[src/rtl/fetch_stage.sv]
// ---------------------------------------------------------------------------
// fetch_stage
//
// Instruction-fetch stage plus the IF/ID pipeline register.
//
// The stage owns the PC and fetches with at most one request outstanding.
// A word that returns while decode is stalled waits in a one-entry holding
// buffer. A taken branch or jump that resolves in decode redirects the PC and
// flushes IF/ID. If a request is still in flight at that moment, its response
// is marked to be dropped when it arrives.
//
// Optional feature (compile-time macro FETCH_PERF_CNT_EN):
//   When defined, the CNT_W parameter and the stall_cnt output exist. The
//   counter is a saturating count of cycles in which decode is stalled while
//   holding a valid instruction. When undefined, both are absent and all
//   other behaviour is unchanged.
//
// Parameters
//   RESET_PC    PC loaded by reset
//   NOP_INSTR   word placed in instrD on a bubble or flush
//   CNT_W       stall counter width (FETCH_PERF_CNT_EN only)
//
// Ports
//   clk          in   rising-edge clock
//   rst          in   asynchronous reset, active-high
//   stallIF      in   do not issue a new fetch request
//   stallD       in   hold the IF/ID register
//   redirect     in   taken branch/jump resolved in decode
//   redirect_pc  in   redirect target; bits [1:0] are ignored
//   imem_req     out  fetch request valid (low until the first clock after reset)
//   imem_addr    out  fetch address, word aligned
//   imem_ready   in   request accepted when imem_req & imem_ready
//   imem_valid   in   response valid, in order, >= 1 cycle after acceptance
//   imem_rdata   in   instruction word returned with imem_valid
//   instrD       out  IF/ID instruction
//   pcD          out  IF/ID PC of instrD
//   validD       out  IF/ID holds a real instruction
//   stall_cnt    out  decode-stall cycle count (FETCH_PERF_CNT_EN only)
// ---------------------------------------------------------------------------
module fetch_stage #(
    parameter logic [31:0] RESET_PC  = 32'h0000_0000,
    parameter logic [31:0] NOP_INSTR = 32'h0000_0000
`ifdef FETCH_PERF_CNT_EN
    ,
    parameter int          CNT_W     = 16
`endif
) (
    input  logic             clk,
    input  logic             rst,
    input  logic             stallIF,
    input  logic             stallD,
    input  logic             redirect,
    input  logic [31:0]      redirect_pc,
    output logic             imem_req,
    output logic [31:0]      imem_addr,
    input  logic             imem_ready,
    input  logic             imem_valid,
    input  logic [31:0]      imem_rdata,
    output logic [31:0]      instrD,
    output logic [31:0]      pcD,
    output logic             validD
`ifdef FETCH_PERF_CNT_EN
    ,
    output logic [CNT_W-1:0] stall_cnt
`endif
);

    // S_FULL doubles as the "holding buffer occupied" flag.
    typedef enum logic [1:0] {
        S_REQ  = 2'd0,
        S_WAIT = 2'd1,
        S_FULL = 2'd2
    } state_t;

    state_t      r_state;
    state_t      w_state_nxt;
    logic        r_armed;       // low only during the first cycle after reset
    logic [31:0] r_pc;          // address of the next request
    logic [31:0] r_req_pc;      // address of the request in flight
    logic        r_kill;        // drop the next response (redirect while in flight)
    logic        w_kill_nxt;
    logic [31:0] r_buf_instr;
    logic [31:0] r_buf_pc;
    logic [31:0] r_instrD;
    logic [31:0] r_pcD;
    logic        r_validD;

    logic        w_accept;
    logic        w_rsp;
    logic        w_rsp_live;
    logic        w_buf_load;
    logic [31:0] w_redirect_pc;
    logic        w_unused_pc_lsbs;

    // Targets are always word aligned. The low bits are dropped here.
    assign w_redirect_pc    = {redirect_pc[31:2], 2'b00};
    assign w_unused_pc_lsbs = ^redirect_pc[1:0];

    // A redirect masks the request. Otherwise a fetch of the stale PC could
    // be accepted in the same cycle the PC moves.
    assign imem_req  = r_armed && (r_state == S_REQ) && !stallIF && !redirect;
    assign imem_addr = r_pc;
    assign w_accept  = imem_req && imem_ready;

    // A response is only meaningful while a request is in flight. A killed
    // response, or one that meets a redirect, is discarded.
    assign w_rsp      = (r_state == S_WAIT) && imem_valid;
    assign w_rsp_live = w_rsp && !r_kill && !redirect;
    assign w_buf_load = w_rsp_live && stallD;

    // -----------------------------------------------------------------------
    // Next-state / kill logic
    // -----------------------------------------------------------------------
    // NOTE: every signal driven here gets a default first, so no path through
    // the case statement can leave one unassigned and infer a latch.
    always_comb begin
        w_state_nxt = r_state;
        w_kill_nxt  = r_kill;
        unique case (r_state)
            S_REQ: begin
                if (w_accept) begin
                    w_state_nxt = S_WAIT;
                end
            end
            S_WAIT: begin
                if (imem_valid) begin
                    if (redirect || r_kill) begin
                        // Drop this response. A redirect in the same cycle
                        // means no later response needs killing.
                        w_state_nxt = S_REQ;
                        w_kill_nxt  = 1'b0;
                    end else if (stallD) begin
                        w_state_nxt = S_FULL;
                    end else begin
                        w_state_nxt = S_REQ;
                    end
                end else if (redirect) begin
                    // The response is still coming. Wait for it and drop it.
                    w_kill_nxt = 1'b1;
                end
            end
            S_FULL: begin
                if (redirect || !stallD) begin
                    w_state_nxt = S_REQ;
                end
            end
            default: begin
                w_state_nxt = S_REQ;
                w_kill_nxt  = 1'b0;
            end
        endcase
    end

    // -----------------------------------------------------------------------
    // Control state, PC and request tracking
    // -----------------------------------------------------------------------
    // NOTE: clocked state uses non-blocking assignments only. Every register
    // then samples pre-edge values, whatever order the blocks run in.
    always_ff @(posedge clk or posedge rst) begin
        if (rst) begin
            r_state  <= S_REQ;
            r_armed  <= 1'b0;
            r_pc     <= RESET_PC;
            r_req_pc <= RESET_PC;
            r_kill   <= 1'b0;
        end else begin
            r_state <= w_state_nxt;
            r_armed <= 1'b1;
            r_kill  <= w_kill_nxt;
            if (w_accept) begin
                r_req_pc <= r_pc;
            end
            // Redirect wins over both stallIF and sequential advance.
            // The +4 wraps modulo 2^32.
            if (redirect) begin
                r_pc <= w_redirect_pc;
            end else if (w_accept) begin
                r_pc <= r_pc + 32'd4;
            end
        end
    end

    // -----------------------------------------------------------------------
    // Holding buffer payload
    // -----------------------------------------------------------------------
    // NOTE: the payload registers take no reset. Only S_FULL marks them as
    // occupied, and that flag is reset. Leaving data unreset keeps the reset
    // net off wide datapath flops.
    always_ff @(posedge clk) begin
        if (w_buf_load) begin
            r_buf_instr <= imem_rdata;
            r_buf_pc    <= r_req_pc;
        end
    end

    // -----------------------------------------------------------------------
    // IF/ID pipeline register
    // -----------------------------------------------------------------------
    always_ff @(posedge clk or posedge rst) begin
        if (rst) begin
            r_instrD <= NOP_INSTR;
            r_pcD    <= RESET_PC;
            r_validD <= 1'b0;
        end else if (redirect) begin
            // A flush overrides stallD. pcD keeps its last value.
            r_instrD <= NOP_INSTR;
            r_validD <= 1'b0;
        end else if (stallD) begin
            r_instrD <= r_instrD;
            r_pcD    <= r_pcD;
            r_validD <= r_validD;
        end else if (r_state == S_FULL) begin
            r_instrD <= r_buf_instr;
            r_pcD    <= r_buf_pc;
            r_validD <= 1'b1;
        end else if (w_rsp_live) begin
            r_instrD <= imem_rdata;
            r_pcD    <= r_req_pc;
            r_validD <= 1'b1;
        end else begin
            r_instrD <= NOP_INSTR;
            r_validD <= 1'b0;
        end
    end

    assign instrD = r_instrD;
    assign pcD    = r_pcD;
    assign validD = r_validD;

`ifdef FETCH_PERF_CNT_EN
    // -----------------------------------------------------------------------
    // Decode-stall counter: counts cycles a real instruction sits stalled in
    // decode, and saturates at all-ones.
    // -----------------------------------------------------------------------
    logic [CNT_W-1:0] r_stall_cnt;

    always_ff @(posedge clk or posedge rst) begin
        if (rst) begin
            r_stall_cnt <= '0;
        end else if (stallD && r_validD && (r_stall_cnt != {CNT_W{1'b1}})) begin
            r_stall_cnt <= r_stall_cnt + CNT_W'(1);
        end
    end

    assign stall_cnt = r_stall_cnt;
`endif

endmodule

[config.mk]
export PLATFORM = sky130hd
export DESIGN_NAME = fetch_stage
export DESIGN_NICKNAME = d
export VERILOG_FILES = /design/src/rtl/fetch_stage.sv
export SDC_FILE = /design/constraint.sdc
export NUM_CORES = 1
export LEC_CHECK = 0
export CELL_PAD_IN_SITES_DETAIL_PLACEMENT = 1
export CELL_PAD_IN_SITES_GLOBAL_PLACEMENT = 1
export CORE_UTILIZATION = 53
export DETAILED_ROUTE_END_ITERATION = 10
export DONT_BUFFER_PORTS = 1
export PLACE_DENSITY = 0.94
export SYNTH_ARGS = -nofsm -noshare
export SYNTH_HDL_FRONTEND = slang
export SYNTH_SLANG_ARGS = --single-unit
[constraint.sdc]
create_clock -name clk -period 7.1 [get_ports clk]
set_input_delay 1.42 -clock clk [delete_from_list [all_inputs] [get_ports clk]]
set_output_delay 1.42 -clock clk [all_outputs]
set_load 0.02 [all_outputs]
==> results of run 1 <==
==> cells in the mapped netlist, drive strengths merged (7+ instances only) <==
library cell / n / share of area (%)
clkbuf: 29 / 1.4
nor2: 42 / 2.0
buf: 24 / 1.7
a21oi: 38 / 2.4
nand3: 18 / 1.2
o21ai: 23 / 1.5
o211ai: 14 / 1.3
a221oi: 32 / 3.5
inv: 7 / 0.33
nor3: 35 / 2.4
mux2i: 30 / 3.8
nor2b: 37 / 2.9
o311ai: 13 / 1.4
dfrtp: 127 / 40
edfxtp: 62 / 23
nand2: 123 / 5.8
==> area by class of cell <==
cell class                      instances  area, µm²  area share [%]
Sequential cell                       189       5040            58.8
Clock buffer                           22        474            5.53
Multi-Input combinational cell        455       2640            30.8
Inverter                                7       31.3           0.365
Tap cell                              184        230            2.69
Clock inverter                         10        104            1.21
Timing Repair Buffer                    7       52.6           0.613
==> registers in the layout (all words and copies together) (netlist names) <==
signal / count
pcD: 30
r_buf_instr: 32
r_buf_pc: 30
validD: 1
r_kill: 1
r_state: 2
imem_addr: 30
r_req_pc: 30
instrD: 32
r_armed: 1
==> per-stage QoR <==
stage                     setup WS, ns  instances  area, µm²  hold slack (ns)  power, mW
after floorplan                   2.30        704       7940            0.446       1.66
after global routing              3.40        874       8570            0.492       2.76
after detailed placement          3.17        842       7990            0.462       1.74
final                             3.45        874       8570            0.478       2.65
after CTS                         3.44        874       8570            0.476       2.67
after global placement            3.25        842       7990            0.457       1.70
==> worst paths after layout <==
kind,start,to,slack (ns),cells after the start
max,redirect,imem_req,3.45,2
min,r_req_pc[4]$_DFFE_PP0P_,r_buf_pc[4]$_DFFE_PP_,0.48,0
max reg2reg,r_state[0]$_DFFE_PP0P_,imem_addr[18]$_DFFE_PP0P_,4.27,7
min reg2reg,r_req_pc[4]$_DFFE_PP0P_,r_buf_pc[4]$_DFFE_PP_,0.48,0
max in group asynchronous,rst,instrD[2]$_DFFE_PP0P_,4.81,2
min in group asynchronous,rst,pcD[29]$_DFFE_PP0P_,0.88,1
==> power groups by stage <==
| stage | combinational [mW] | sequential [mW] | clock, mW |
|---|---|---|---|
| after global placement | 0.199 | 1.50 | 0 |
| after detailed placement | 0.223 | 1.51 | 0 |
| after floorplan | 0.186 | 1.47 | 0 |
| final | 0.224 | 1.49 | 0.935 |
| after CTS | 0.229 | 1.49 | 0.952 |
| after global routing | 0.260 | 1.51 | 0.991 |
==> routing by layer <==
metal	up-vias	wire length (µm)	track usage, %	share of wire, %
met5	-	0	0	0
li1	2463	-	-	-
met3	44	1100	6.79	5.4
met4	0	561	11.9	2.7
met2	203	10500	46.3	52
met1	2897	8230	34.7	40
==> kinds of logic after synthesis <==
logic type,Yosys count
other cells,2
mux,30
fa+ha+maj,1
compound gates,135
xor+xnor,2
flops,189
simple gates,282
buf+inv,60
==> metrics.md, run 1 <==
| Metric | Value |
|---|---|
| DR vias | `5607` |
| Die Width | `124 µm` |
| Synth Register Bits | `~190` |
| Number of synthesized flops with an enable pin | `between 60 and 70` |
| First-pass GRT wire length | `33500 µm` |
| Sw Pwr | `~0.78 mW` |
| Via/cell ratio | `6.42` |
| Slew headroom | `between 15 and 20%` |
| Net Sw Frac | `29.4%` |
| Synth Area in XOR/XNOR | `less than 1%` |
| WS Path Type | `input port to primary output` |
| Most frequent cells in the layout | `dfrtp_1, nand2_1, edfxtp_1, nor2_1, a21oi_1` |
| Rows | `44` |
| Final hold violations | `0` |
| Wirelength per Cell | `~23 µm` |
| Post-Synth Adder-Cell Area | `less than 1%` |
| Crit share post-route | `~50%` |
| Drt pass-1 iters | `4` |
| Crit path launch type | `input port` |
| PwrDens | `309 nW/µm²` |
| Setup TNS | `0 ns` |
| Final antenna-violating net count | `0` |
| Count of input and output buffers | `0` |
| CTS Buf Count | `17` |
| Slew @ Worst Pin | `roughly 1.2 ns` |
| Crit path max fanout | `69` |
| ANT cells | `0` |
| Routed Wire Length | `just over 20000 µm` |
| Critical path buffers and inverters | `0` |
| Slowest-stage cell, CP | `nor2b_1` |
| Primary FF master, synth | `dfrtp_1` |
| Grt ovf | `0` |
| Max Root-Sink Buffers | `2` |
| Vias in the first global route | `~6000` |
| Internal power | `around 1.9 mW` |
| Fmax | `between 200 and 300 MHz` |
| DRT iter0 DRCs | `464` |
| Clock transition at the registers of the reported paths | `0.07 ns` |
| Fraction of registers with async set/reset | `~67%` |
| Comb power frac | `8.4%` |
| RSZ-0062 raised after global routing | `false` |
| Clock Power Share | `between 30% and 40%` |
| Crit-path cells | `nor4b_4 > nor2b_1` |
| Postcts setup bufs | `0` |
| Post-synthesis compound-gate area fraction | `around an eighth` |
| Setup violators final | `0` |
| Share of cells above drive strength 1 | `between 7 and 8%` |
| Die height | `124 µm` |
| Post-CTS sizing | `0` |
| CP peak stage delay | `around 0.41 ns` |
| Pleak | `3.45 nW` |
| Slew Limit Fails | `0` |
| Hold/Removal Path Class | `flip-flop to flip-flop` |
| Final Skew | `between 0.01 and 0.015 ns` |
| Synthesized instance count | `701` |
| Register share of total power | `about 56%` |
| Outcome | `finished, final reports clean` |
| GRT Total Usage | `between 20% and 30%` |
| Initial antenna violation count | `0` |
| RePlAce Congestion | `0.813` |
| H-tree Lvls | `4` |
| Die ar. | `around 15000 µm²` |
| Root buffer cell | `clkbuf_16` |
| DP HPWL | `roughly 13000 µm` |
| MaxCap Viol Count | `0` |
| Commonest non-fill, non-tap cell in the layout | `dfrtp_1` |
| Initial Util | `between 50 and 60%` |
| Fin crit period | `3.65 ns` |
| Area grow syn2layout | `8.18%` |
| Sequential area share after synthesis | `about 64%` |
| Final core occ | `about three fifths` |
| Yosys cell types | `between 40 and 50` |
| Data arrival time of the worst path | `between 2 and 2.5 ns` |
| Cell area after synthesis | `around 7900 µm²` |
| Worst Path Required | `~5.7 ns` |
| Post-route DRC | `0` |
| Crit end category | `primary output` |
| Yosys Warn Count | `0` |
| Simple-gate share of the synthesized area | `between 15 and 20%` |
| Cts hold-fix bufs | `0` |
| Multiplexer share of the synthesized area | `roughly 3.8%` |
| Crit-path leading delay family | `simple AND/OR/NAND/NOR gates` |
| CTS tree | `done` |
| IO Count | `between 150 and 200` |
| Core ar. | `around 15000 µm²` |
| Clk sink count | `roughly 190` |
| Worst VDD drop | `around 0.00015 V` |
| Layout filler cell count | `between 1000 and 1500` |
| Syn Area/Cell | `around 11 µm²` |
| Fin nets | `around 750` |
| Worst skew pair latency | `approximately 0.43 ns` |
| Largest family of logic cells by synthesized area | `simple AND/OR/NAND/NOR gates` |
| Largest net degree at the start of global routing | `about 80` |
(Power assumes the default switching activity.)
==> inputs of run 2 (changes only) <==
--- a/config.mk
+++ b/config.mk
@@ -7,10 +7,10 @@
 export LEC_CHECK = 0
 export CELL_PAD_IN_SITES_DETAIL_PLACEMENT = 1
 export CELL_PAD_IN_SITES_GLOBAL_PLACEMENT = 1
-export CORE_UTILIZATION = 53
+export CORE_UTILIZATION = 45
 export DETAILED_ROUTE_END_ITERATION = 10
 export DONT_BUFFER_PORTS = 1
-export PLACE_DENSITY = 0.94
+export PLACE_DENSITY = 0.86
 export SYNTH_ARGS = -nofsm -noshare
 export SYNTH_HDL_FRONTEND = slang
 export SYNTH_SLANG_ARGS = --single-unit
==> constraint.sdc (replaced) <==
create_clock -name clk -period 3 [get_ports clk]
set_input_delay 0.6 -clock clk [delete_from_list [all_inputs] [get_ports clk]]
set_output_delay 0.6 -clock clk [all_outputs]
set_load 0.02 [all_outputs]
==> run 2 against run 1 <==
Compared with the run above: clock skew down 0.0027 ns; clock power increased to 2.5 times the previous value; worst setup slack got worse by 2.8 ns; routed wire length fell by 2.3%; power rose by 140%; clock-buffer cell count is 3 lower; combinational power increased by 140%; largest power group unchanged; critical endpoint unchanged; largest cell class unchanged; non-clock buffer count grew 6; cell area is 2.4% higher; final cell count rose by 5.4%.
==> metrics.md, run 2 (synthesized netlist as in run 1, its figures left out) <==
| Metric | Value |
|---|---|
| Post-route DRC | `0` |
| Crit-path cells | `nor4b_4 > nor2b_1` |
| Initial Util | `a little under half` |
| Crit end category | `primary output` |
| Vias in the first global route | `5883` |
| Most frequent cells in the layout | `dfrtp_1, nand2_1, edfxtp_1, nor2_1, a21oi_1` |
| MaxCap Viol Count | `0` |
| Met3 usage | `around 6.6%` |
| DRT iter0 DRCs | `just over 200` |
| Crit-path leading delay family | `simple AND/OR/NAND/NOR gates` |
| Wirelength per Cell | `roughly 22 µm` |
| Crit path max fanout | `5` |
| Slew @ Worst Pin | `a little over 0.9 ns` |
| Die Width | `135 µm` |
| Layout filler cell count | `between 1500 and 2000` |
| GR Util met1 | `29.3%` |
| Routed Wire Length | `around 20000 µm` |
| Post-Place Cell Area | `between 8000 and 9000 µm²` |
| Crit path launch type | `flip-flop` |
| Critical path buffers and inverters | `0` |
| Max Root-Sink Buffers | `2` |
| CTS tree | `done` |
| ANT cells | `0` |
| Count of input and output buffers | `0` |
| Total chip power | `~6.5 mW` |
| CP peak stage delay | `~0.47 ns` |
| First-pass GRT wire length | `roughly 32000 µm` |
| Met2 Resource Use GR | `37.4%` |
| Setup TNS | `0 ns` |
| Area grow syn2layout | `10.8%` |
| GRT Total Usage | `23.1%` |
| Commonest non-fill, non-tap cell in the layout | `dfrtp_1` |
| Die height | `between 100 and 150 µm` |
| Cts hold-fix bufs | `0` |
| Die ar. | `18100 µm²` |
| Slew Limit Fails | `0` |
| CTS Buf Count | `17` |
| DR vias | `roughly 5500` |
| Postcts setup bufs | `0` |
| Clock Power Share | `roughly 37%` |
| Grt ovf | `0` |
| Core ar. | `around 17000 µm²` |
| Sw Pwr | `1.88 mW` |
| Clk sink count | `between 150 and 200` |
| Net Sw Frac | `between 20% and 30%` |
| Fin nets | `between 700 and 800` |
| Crit share post-route | `78.9%` |
| WHS | `between 0.15 and 0.2 ns` |
| Slew headroom | `between 30% and 40%` |
| Fin crit period | `roughly 2.4 ns` |
| Final core occ | `between 50% and 60%` |
| Clock transition at the registers of the reported paths | `about 0.070 ns` |
| Root buffer cell | `clkbuf_16` |
| Setup violators final | `0` |
| Gr busiest metal | `met2` |
| Cells after DPL | `889` |
| Drt pass-1 iters | `4` |
| IO Count | `169` |
| Pleak | `around 3.5 nW` |
| WS Path Type | `flip-flop to primary output` |
| Internal power | `~4.6 mW` |
| Layout Cells excl Fill | `between 900 and 1000` |
| Worst VDD drop | `between 0.0005 and 0.0006 V` |
| Initial antenna violation count | `0` |
| H-tree Lvls | `4` |
| Share of cells above drive strength 1 | `under 10%` |
| RSZ-0062 raised after global routing | `false` |
| Final hold violations | `0` |
| FF/Latch Area | `5040 µm²` |
| Outcome | `finished, final reports clean` |
| Final antenna-violating net count | `0` |
| Register share of total power | `55.0%` |
| Largest net degree at the start of global routing | `70` |
| Comb power frac | `under 10%` |
| Fmax | `423 MHz` |
| Data arrival time of the worst path | `approximately 1.8 ns` |
| Final worst slack | `about 0.63 ns` |
| Worst Path Required | `2.40 ns` |
| DP HPWL | `about 13000 µm` |
| Multi-input logic area | `2640 µm²` |
| Worst skew pair latency | `0.43 ns` |
| Via/cell ratio | `about 6` |
| Post-CTS sizing | `0` |
| Final Skew | `between 0.008 and 0.009 ns` |
| Rows | `48` |
| Slowest-stage cell, CP | `nor4b_4` |
| Post-Place Worst Slack | `~0.41 ns` |
| PwrDens | `~740 nW/µm²` |
| Post-route cell area | `~8800 µm²` |
| RePlAce Congestion | `0.825` |
| Hold/Removal Path Class | `input port to async pin` |
==> run 2: routing by layer <==
layer,vias up,routed length [µm]
met2,189,9550
met1,2815,8420
li1,2482,-
met5,-,0
met3,32,1580
met4,0,413
==> run 2: power groups by stage <==
stage	Combinational [mW]	Clock (mW)	Sequential, mW
6_report	0.535	2.37	3.55
5_1_grt	0.621	2.51	3.59
4_1_cts	0.549	2.42	3.55
3_5_place_dp	0.542	0	3.61
3_3_place_gp	0.496	0	3.58
2_1_floorplan	0.441	0	3.48
==> run 2: layout make-up <==
| type | count | area share (%) |
|---|---|---|
| clock buffers | 19 | 5.05 |
| multi-input cells | 455 | 30.1 |
| flip-flops and latches | 189 | 57.4 |
| clock inverters | 13 | 2.04 |
| well taps | 225 | 3.21 |
| inverters | 7 | 0.342 |
| repair buffers | 13 | 1.82 |
==> run 2: worst paths after layout <==
kind	start	slack [ns]	endpoint	cells past startpoint
setup / recovery	r_state[1]$_DFFE_PP0P_	0.63	imem_req	2
max in group asynchronous	rst	2.07	r_req_pc[31]$_DFFE_PP0P_	2
hold / removal	rst	0.19	r_req_pc[7]$_DFFE_PP0P_	1
hold reg to reg	r_req_pc[29]$_DFFE_PP0P_	0.48	r_buf_pc[29]$_DFFE_PP_	0
setup reg to reg	imem_addr[2]$_DFFE_PP0P_	0.66	imem_addr[15]$_DFFE_PP0P_	5
min in group clk	redirect	0.25	instrD[0]$_DFFE_PP0P_	1
